$ cat src/rtl/bmp_enhance_engine.sv
// Streaming BMP enhancement engine: control FSM, 54-byte BMP header generator
// and per-pixel datapath (brightness add or grayscale invert) behind a single
// registered output stage.
module bmp_enhance_engine #(
  parameter int unsigned TOTAL_BYTES  = 120000,
  parameter int unsigned HEADER_BYTES = 54,
  parameter int unsigned IMG_W        = 200,
  parameter int unsigned IMG_H        = 200,
  parameter int unsigned BRIGHTNESS   = 150
) (
  input  logic        clk,
  input  logic        reset,
  input  logic        start,
  input  logic        mode,
  input  logic [7:0]  in_data,
  input  logic        in_valid,
  output logic        in_ready,
  output logic [7:0]  out_data,
  output logic        out_valid,
  input  logic        out_ready,
  output logic        out_last,
  output logic        data_signal,
  output logic        done,
  output logic [31:0] data_count
);

  typedef enum logic [1:0] {S_IDLE, S_HEADER, S_PROCESS, S_DONE} state_t;

  localparam logic [31:0] FILE_SIZE = 32'(HEADER_BYTES + TOTAL_BYTES);
  localparam logic [31:0] W32       = 32'(IMG_W);
  localparam logic [31:0] H32       = 32'(IMG_H);
  localparam logic [31:0] TOTAL32   = 32'(TOTAL_BYTES);
  localparam logic [31:0] LAST_IDX  = 32'(TOTAL_BYTES - 1);
  localparam logic [5:0]  HDR_N     = 6'(HEADER_BYTES);
  localparam logic [8:0]  BOFF      = 9'(BRIGHTNESS % 256);

  state_t      state, state_nx;
  logic        mode_r;
  logic [5:0]  hdr_idx;
  logic [31:0] ld_cnt;     // pixel bytes loaded into the output register
  logic [1:0]  col_cnt;    // bytes of the current triplet collected
  logic [1:0]  emit_cnt;   // inverted-gray repeats still to load
  logic [7:0]  b0, b1, inv_r;

  logic        free, drain, acc, ld, ld_last;
  logic [7:0]  ld_data, bright, inv_now;
  logic [8:0]  bsum;
  logic [9:0]  tsum;

  function automatic logic [7:0] le_byte(input logic [31:0] v, input logic [1:0] k);
    logic [31:0] s;
    s = v >> {k, 3'b000};
    return s[7:0];
  endfunction

  // Fields at 2, 18 and 22 all start on idx[1:0]==2, so idx[1:0]-2 is the byte lane.
  function automatic logic [7:0] hdr_byte(input logic [5:0] idx);
    logic [7:0] b;
    b = '0;
    case (idx)
      6'd0:                      b = 8'h42;
      6'd1:                      b = 8'h4D;
      6'd2, 6'd3, 6'd4, 6'd5:     b = le_byte(FILE_SIZE, idx[1:0] - 2'd2);
      6'd10:                     b = 8'h36;
      6'd14:                     b = 8'h28;
      6'd18, 6'd19, 6'd20, 6'd21: b = le_byte(W32, idx[1:0] - 2'd2);
      6'd22, 6'd23, 6'd24, 6'd25: b = le_byte(H32, idx[1:0] - 2'd2);
      6'd26:                     b = 8'h01;
      6'd28:                     b = 8'h18;
      default:                   b = '0;
    endcase
    return b;
  endfunction

  assign data_signal = (state == S_PROCESS);
  assign done        = (state == S_DONE);

  // Next state, input acceptance and output-register load decisions
  always_comb begin
    state_nx = state;
    in_ready = 1'b0;
    ld       = 1'b0;
    ld_data  = '0;
    ld_last  = 1'b0;
    free     = !out_valid || out_ready;
    drain    = out_valid && out_ready;
    bsum     = {1'b0, in_data} + BOFF;
    bright   = bsum[8] ? 8'hFF : bsum[7:0];
    tsum     = {2'b00, b0} + {2'b00, b1} + {2'b00, in_data};
    inv_now  = 8'(10'd255 - tsum / 10'd3);
    case (state)
      S_IDLE: if (start) state_nx = S_HEADER;
      S_HEADER: begin
        if (hdr_idx != HDR_N && free) begin
          ld      = 1'b1;
          ld_data = hdr_byte(hdr_idx);
        end
        if (drain && hdr_idx == HDR_N) state_nx = S_PROCESS;
      end
      S_PROCESS: begin
        if (!mode_r) begin
          in_ready = free && (ld_cnt < TOTAL32);
          if (in_valid && in_ready) begin
            ld      = 1'b1;
            ld_data = bright;
            ld_last = (ld_cnt == LAST_IDX);
          end
        end else if (emit_cnt != 2'd0) begin
          if (free) begin
            ld      = 1'b1;
            ld_data = inv_r;
            ld_last = (ld_cnt == LAST_IDX);
          end
        end else begin
          // Third byte is only taken when its result can go straight into the output register.
          in_ready = (ld_cnt < TOTAL32) && (col_cnt != 2'd2 || free);
          if (in_valid && in_ready && col_cnt == 2'd2) begin
            ld      = 1'b1;
            ld_data = inv_now;
            ld_last = (ld_cnt == LAST_IDX);
          end
        end
        if (drain && data_count == LAST_IDX) state_nx = S_DONE;
      end
      S_DONE: if (!start) state_nx = S_IDLE;
      default: state_nx = S_IDLE;
    endcase
    acc = in_valid && in_ready;
  end

  // State, output register and per-image counters
  always_ff @(posedge clk or posedge reset) begin
    if (reset) begin
      state      <= S_IDLE;
      mode_r     <= 1'b0;
      hdr_idx    <= '0;
      ld_cnt     <= '0;
      col_cnt    <= '0;
      emit_cnt   <= '0;
      b0         <= '0;
      b1         <= '0;
      inv_r      <= '0;
      out_data   <= '0;
      out_valid  <= 1'b0;
      out_last   <= 1'b0;
      data_count <= '0;
    end else begin
      state <= state_nx;
      if (ld) begin
        out_valid <= 1'b1;
        out_data  <= ld_data;
        out_last  <= ld_last;
      end else if (drain) begin
        out_valid <= 1'b0;
        out_last  <= 1'b0;
      end
      case (state)
        S_IDLE: if (start) begin
          mode_r     <= mode;
          data_count <= '0;
          hdr_idx    <= '0;
          ld_cnt     <= '0;
          col_cnt    <= '0;
          emit_cnt   <= '0;
        end
        S_HEADER: if (ld) hdr_idx <= hdr_idx + 6'd1;
        S_PROCESS: begin
          if (drain) data_count <= data_count + 32'd1;
          if (ld) ld_cnt <= ld_cnt + 32'd1;
          if (mode_r) begin
            if (emit_cnt != 2'd0) begin
              if (ld) emit_cnt <= emit_cnt - 2'd1;
            end else if (acc) begin
              case (col_cnt)
                2'd0: begin b0 <= in_data; col_cnt <= 2'd1; end
                2'd1: begin b1 <= in_data; col_cnt <= 2'd2; end
                default: begin
                  inv_r    <= inv_now;
                  emit_cnt <= 2'd2;
                  col_cnt  <= 2'd0;
                end
              endcase
            end
          end
        end
        default: ;
      endcase
    end
  end

endmodule

$ cat config.mk
export PLATFORM = sky130hd
export DESIGN_NAME = bmp_enhance_engine
export DESIGN_NICKNAME = d
export VERILOG_FILES = /design/src/rtl/bmp_enhance_engine.sv
export SDC_FILE = /design/constraint.sdc
export NUM_CORES = 1
export LEC_CHECK = 0
export CAP_MARGIN = 10
export CORE_MARGIN = 4
export CORE_UTILIZATION = 25
export DETAILED_ROUTE_END_ITERATION = 8
export PLACE_DENSITY_LB_ADDON = 0.05
export SLEW_MARGIN = 20
export SYNTH_ARGS = -nofsm -noshare
export SYNTH_HDL_FRONTEND = slang
export SYNTH_SLANG_ARGS = --single-unit
$ cat constraint.sdc
create_clock -name clk -period 6.11 [get_ports clk]
set_input_delay 1.222 -clock clk [delete_from_list [all_inputs] [get_ports clk]]
set_output_delay 1.222 -clock clk [all_outputs]
set_load 0.005 [all_outputs]
After elaboration in Yosys (flattened, before gate mapping)
Index checks and enable logic that the tools add are counted.

Bits in registers: 111. Output and inout bits: 45. Word-level logic and storage cells: 154.

Add/subtract/negate cells: 9. Divide/modulo/power cells: 1. $lt $le $gt $ge: 1. Equal/unequal tests: 40. Shift operators: 2. Mux-type cells: 53. Bitwise operators: 2. Reduce and logical (&&, ||, !) cells: 33.

Operators by type and width (count): 32-bit case mux with 2 select lines (2); 32-bit two-way mux (3); 32-bit by 1-bit adder with 32-bit output (second input constant) (2); 32-bit by 17-bit == test with 1-bit output (second input constant) (2); 8-bit case mux with 8 select lines (1); 6-bit by 5-bit == test with 1-bit output (second input constant) (10); 8-bit two-way mux (7); 32-bit by 17-bit less-than comparator with 1-bit output (second input constant) (1); 2-bit two-way mux (13); 5-bit AND reduction (4); 1-bit two-way mux (18); 17-bit by 5-bit >> shifter with 8-bit output (first input constant) (1); 8-bit case mux with 2 select lines (1); 6-bit by 2-bit == test with 1-bit output (second input constant) (2); 6-bit by 3-bit == test with 1-bit output (second input constant) (2); 6-bit by 4-bit == test with 1-bit output (second input constant) (2); 6-bit two-way mux (2); 2-bit != test (second input constant) (6); 2-bit case mux with 2 select lines (3); 6-bit case mux with 2 select lines (1); 9-bit by 8-bit adder with 10-bit output (1); 10-bit by 2-bit divider with 10-bit output (second input constant) (1); 1-bit logical AND (10); 2-bit by 1-bit != test with 1-bit output (second input constant) (5); 30 further kinds (41).

Depth between registers and ports, before layout
Depth in word-level cells: 14. Gate-level depth with buffers: 22. Gate-level depth less buffers: 21.

Worst setup path after synthesis
No wires, ideal clock.

Path type: input to register. Start point: input port in_data[1]. End point: register out_data[0]. Library setup time: 137 ps. Arrival: 5464 ps. Required time: 5973 ps. Path slack: 509 ps. Stages on the path: 21. Buffers on the path: 0. Cells stage by stage: inv_1 > fa_1 > inv_1 > ha_1 > fa_1 > nand3_1 > nand2_1 > or3_1 > a31o_2 > nor3_1 > a221o_1 > o21ai_1 > a311oi_1 > o21ai_0 > ha_1 > inv_1 > o21ai_0 > a21oi_1 > a31oi_1 > a2111oi_0 > nor3_1.

Word-level cells in the longest chain between the ends: 7.

Ends and longest elaborated chain: start: declaration (line 15) `input logic [7:0] in_data,`; 9-bit by 8-bit adder with 10-bit output (line 89) `tsum = {2'b00, b0} + {2'b00, b1} + {2'b00, in_data};`; 10-bit by 2-bit divider with 10-bit output (line 90) `inv_now = 8'(10'd255 - tsum / 10'd3);`; 8-bit subtractor (line 90); 8-bit two-way mux (line 117) `if (in_valid && in_ready && col_cnt == 2'd2) begin`; 8-bit two-way mux (line 108) `end else if (emit_cnt != 2'd0) begin`; 8-bit two-way mux * (line 101) `if (!mode_r) begin`; 8-bit case mux with 2 select lines * (line 91) `case (state)`; end signal: assignment (line 151) `out_data <= ld_data;`; end: declaration (line 18) `output logic [7:0] out_data,`.

Mark *: on every way between the ends. The rest lies on a longest branch, timed or not. A chain may end at the register's enable or synchronous reset.

Worst setup path after layout
Ends and elaborated chain as after synthesis.

==> qor.csv <==
metric,value,unit
share of the synthesized area in the top cell type,36.98,%
"commonest non-fill, non-tap cell in the layout",dfrtp_1,
Peak VDD IR,0.0002404,V
final hold vios,0,
vias in the first global route,6773,
num rows,63,
Pleak,4.025,nW
HP Class,flop to flop,
CP Max Fanout,4,
fmax,169.5,MHz
busiest metal layer after global routing,met2,
main flop type after synthesis,dfrtp_1,
RR Startpoint,b0[1],
Initial Utilization,25.35,%
post-synthesis mux area share,2.365,%
"Seq/Total Area, Yosys",36.98,%
Crit path required time,6.33,ns
core area,29640,um^2
Die Span Y,181.3,um
yosys warns,0,
global-route usage over all layers,13.44,%
RSZ-0062 raised after global routing,no,
Setup CP Type,input pin to flop,
Worst Path Arrival,6.12,ns
CTS H-tree lvls,3,
layout cell share with drive strength beyond 1,15.12,%
post-layout util,31.97,%
biggest area consumer among synthesized cells,dfrtp_1,
area of the die,32890,um^2
Overflow after GRT,0,
slew margin rel.,53.04,%
pwr dens,571.1,nW/um^2
largest cells by area after synthesis,"dfrtp_1 37%, xor2_1 5.5%, nor2_1 5.1%",
CP startpoint kind,input pin,
crit path from,in_data[1],
Crit. End Element,flop,
XOR/XNOR share of the synthesized area,7.578,%
main combinational cell family by area after synthesis,simple AND/OR/NAND/NOR gates,
RePlAce Congestion,0.7904,
Setup TNS,0,ns
smallest hold slack,0.4828,ns
Final Skew,0.01034,ns
post-synthesis cell type count,81,
Clock Root Buffer,clkbuf_16,
CTS max path bufs,2,
clk slew on worst S/H paths,0.07,ns
TritonCTS clock tree,yes,
syn avg cell area,8.508,um^2
worst min-delay path startpoint,b1[0],
endpoints failing setup,0,
Worst R2R Setup Slack,1.25,ns
clk_lat worst skew,0.35,ns
post-DP HPWL,16670,um
n_diodes,0,
fin crit period,5.901,ns
hold_buf cts,0,
Post-Synth Adder-Cell Area,5.896,%
DRC,0,
most frequent cells in the layout,"111 x dfrtp_1, 101 x nor2_1, 96 x nand2_1, 85 x buf_4, 69 x o21ai_0",
Post-Synth Simple-Gate Area,23.32,%
ys async rst share,100.0,%
number of synthesized flops with an enable pin,0,
largest net degree at the start of global routing,75,
total power,0.005412,W
IO buf count,58,
initial antenna violation count,0,
syn_nets,927,
post-synthesis instance area,7512,um^2
Post-Route WL,22200,um
Die Wd,181.3,um
GR Util met1,18.24,%
grt met3 use,2.194,%
Top Ports,59,
Iter 0 DRT Violations,290,
first-pass GRT wire length,36520,um
Max Cap Viol,0,
Post-Syn Instances,883,
met2 Usage GRT,22.35,%
fin nets,1044,
Compound-Gate Fraction of Synth Area,19.49,%
Tcrit/Tclk final,96.58,%
post-route ant nets,0,
Routed wire per std cell,15.91,um
CTS Buf Count,9,
Avg Vias per Cell,4.843,
Tightest Pin Transition,0.7045,ns
Area Overhead vs Synth,26.15,%
vias,6756,
status,completed,
Clock Sink Count,111,
Detailed Routing Iterations Pass 1,4,
Yosys reg bits,111,
"Slew Viols, Final",0,
-- what timing repair did --
item / in CTS / in global routing
setup buffers: 0 / 3
setup endpoints to repair: 1 / 3
gates resized for setup: 2 / 16
cloned: 0 / 0
pin swaps: 0 / 5
-- synthesized netlist by cell type, types with 19 or more instances --
cell and number:
o21ai_0 70, nand4_1 23, ha_1 21, nand3_1 46, nor2_1 102, clkbuf_1 26, a21oi_1 46, or3_1 19
inv_1 42, dfrtp_1 111, xor2_1 47, nand2_1 96
-- worst max-delay path, stage by stage --
cell,delay [ns]
clkdlybuf4s50_1,0.48
inv_1,0.08
fa_1,0.53
inv_1,0.04
ha_2,0.21
fa_2,0.41
buf_4,0.17
a21o_1,0.17
a21oi_2,0.17
a311oi_2,0.13
a31o_2,0.27
a211o_4,0.36
a2bb2oi_4,0.18
o21ai_1,0.11
a311oi_2,0.33
o21ai_1,0.10
ha_1,0.20
inv_1,0.09
o21ai_0,0.10
a21oi_1,0.14
a31oi_1,0.13
a2111oi_1,0.38
nor3_1,0.11
-- logic make-up after synthesis --
family,count (synthesis)
xor gates and xnor gates,65
and+or+nand+nor,365
DFF,111
adders and majority gates,30
muxes,16
AOI/OAI and AO/OA,217
buffers and inverters,79
-- metrics by stage --
stage | setup slack (ns) | instances | area, um^2
2_1_floorplan | 0.5086 | 883 | 7512
3_3_place_gp | -0.3283 | 1376 | 9036
3_5_place_dp | -0.3506 | 1376 | 9036
4_1_cts | 0.009504 | 1392 | 9359
5_1_grt | 0.01035 | 1395 | 9477
6_report | 0.2092 | 1395 | 9477
-- flip-flops by register name, indices dropped and copies added, names as in the netlist, 6 cells and up --
signal      cells
hdr_idx         6
data_count     32
ld_cnt         32
out_data        8
b0              8
b1              8
inv_r           8
-- path summary, 6_finish.rpt --
kind	depth (start not counted)	end
min reg2reg	2	b1[0]
max	23	out_data[0]
max in group asynchronous	3	out_data[0]
min in group asynchronous	2	data_count[25]
max reg2reg	22	out_data[0]
min	2	b1[0]
-- per-layer routing --
layer | share of wire (%) | routed length [um] | up-vias
met5 | 0 | 0 | -
met4 | 1.6 | 361 | 0
met2 | 47 | 10480 | 93
met3 | 2.5 | 546 | 19
met1 | 49 | 10800 | 3252
li1 | - | - | 3392
-- layout make-up --
| cell class | count | area [um^2] |
|---|---|---|
| flip-flops and latches | 111 | 2778 |
| clock buffers | 10 | 229.0 |
| fillers | 3194 | 20160 |
| clock inverters | 6 | 80.08 |
| repair buffers | 143 | 1219 |
| multi-input cells | 693 | 4521 |
| well taps | 390 | 488.0 |
| inverters | 42 | 162.7 |
-- where the power goes --
| group | leakage [nW] | switching [W] | internal [W] | total, W |
|---|---|---|---|---|
| sequential | 1.53 | 0.000114 | 0.000836 | 0.000950 |
| clock | 0.146 | 0.000296 | 0.000326 | 0.000621 |
| combinational | 2.35 | 0.00209 | 0.00175 | 0.00384 |
| total | 4.03 | 0.00250 | 0.00291 | 0.00541 |
Note: power is estimated with default switching activity, not from simulation.
==> edit: new RTL, same flow settings <==
Compare `data_count` against `LAST_IDX` with >= in place of ==.
--- a/src/rtl/bmp_enhance_engine.sv
+++ b/src/rtl/bmp_enhance_engine.sv
@@ -120,7 +120,7 @@
             ld_last = (ld_cnt == LAST_IDX);
           end
         end
-        if (drain && data_count == LAST_IDX) state_nx = S_DONE;
+        if (drain && data_count >= LAST_IDX) state_nx = S_DONE;
       end
       S_DONE: if (!start) state_nx = S_IDLE;
       default: state_nx = S_IDLE;
Check against the original RTL: same outputs for any inputs over 10 cycles, from zero or initial values and one cycle with reset high; that may be too few to reach the edited logic, so the function may still have changed.
==> edit against the unedited design <==
  * Sequential cell count is the same
  * Synthesized area down 1.7%
  * Cell area increased by 0.16%
  * Highest routed layer unchanged
  * Wire length is 1.6% lower
  * Via count fell by 2.8%
  * Power grew 5.7%
  * Worst hold slack worse by 0.0037 ns
  * Worst setup slack better by 0.0020 ns
==> edit: results (changes against the unedited design) <==
| Metric | Value |
|---|---|
| Via/cell ratio | 4.791 (-1.1%) |
| Inverters | 43 (+2.4%) |
| Post-synthesis sequential area ratio | 0.3760 (+0.006263) |
| Post-synthesis adder-cell area fraction | 0.06131 (+0.002354) |
| CTS max path bufs | 2 (unchanged) |
| Synth area leaders | dfrtp_1, xor2_1, nor2_1, nand2_1, o21ai_0 |
| First-pass GRT wire length | 36610 um (+0.25%) |
| Actual slew at the worst max-slew pin | 0.8349 ns (+0.1304 ns) |
| CP Max Fanout | 5 (+1) |
| Hold Path Stages | 1 (-1) |
| Netlist cell types | 74 (-8.6%) |
| Worst Hold Launch | inv_r[2]$_DFFE_PP0P_ |
| Met2 Track Usage GR | 0.2178 (-0.005622) |
| Post-layout util | 0.3280 (+0.008289) |
| WP data arrival | 6.16 ns (+0.04 ns) |
| Global-route met3 utilization | 0.02546 (+0.003520) |
| Iter 0 DRT Violations | 309 (+6.6%) |
| Reg2Reg Setup Slack | 1.00 ns (-0.25 ns) |
| Fill count | 3069 (-3.9%) |
| XOR/XNOR share of the synthesized area | 0.08706 (+0.01128) |
| #MultiIn Comb | 670 (-3.3%) |
| HPWL after DPL | 16160 um (-3.0%) |
| Clock-cell share | 0.02953 (-0.003084) |
| Clk pwr share | 0.104 (-0.011) |
| Largest net degree at the start of global routing | 53 (-29%) |
| Hold endpoint | inv_r[2]$_DFFE_PP0P_ |
| Post-synth top cells | dfrtp_1, nor2_1, nand2_1 |
| Footprint of the multi-input gates | 4533 um^2 (+0.28%) |
| Clock Latency Late Sink | 0.37 ns (+0.02 ns) |
| Design Power | 5718 uW (+5.7%) |
| Multiplexer area fraction after synthesis | 0.02541 (+0.001756) |
| Layout cells sized above 1 | 0.1672 (+0.01593) |
| Clock buf count | 9 (-1) |
| Buffers, non-clock | 148 (+3.5%) |
| Dpl cell area | 8949 um^2 (-0.97%) |
| Seq pwr share | 0.158 (-0.018) |
| Placed Cells | 1347 (-2.1%) |
| Worst Clk Skew | 0.01569 ns (+0.005350 ns) |
| Status | finished clean |
| Leakage | 0.004097 uW (+1.8%) |
| CP Launch Point | in_data[3] |
| Gpl congestion | 0.7614 (-3.7%) |
| Worst vdd ir | 0.3505 mV (+46%) |
| Via count of the routed design | 6569 (-2.8%) |
| Met1 Use GR | 0.1957 (+0.01328) |
| Sequential cells | 111 (unchanged) |
| Final nets | 1027 (-1.6%) |
| Drt total wl | 21840 um (-1.6%) |
| Vias in the first global route | 6725 (-0.71%) |
-- edit: cell types whose count changed after synthesis, moves of 5 or more --
cell,before,now
a21o_1,6,13
nand2_1,96,87
nand3_1,46,41
nor2_1,102,95
o31ai_1,8,3
o21ai_0,70,62
o211ai_1,3,8
-- edit: kinds of logic (layout without fill, tap and decap cells) --
group | Yosys count | count (layout)
simple gates | 346 | 346
compound gates | 205 | 205
flops | 111 | 111
buf+inv | 75 | 206
xor+xnor | 71 | 71
fa+ha+maj | 31 | 31
mux | 17 | 17
-- edit: repair_timing --
| item | 4_1_cts | 5_1_grt |
|---|---|---|
| endpoints found under the hold margin | 0 | 0 |
| pin swaps | 12 | 24 |
| gates resized for setup | 9 | 34 |
| cloned | 0 | 0 |
| setup buffers | 3 | 6 |
| endpoints found under the setup margin | 2 | 3 |
-- edit: metal layers --
layer  up-vias  wire [um]  part of all wire
met5         -          0                 0
met4         0        183            0.0084
met3        10        495             0.023
met2        77       9831              0.45
met1      3176      11330              0.52
li1       3306          -                 -
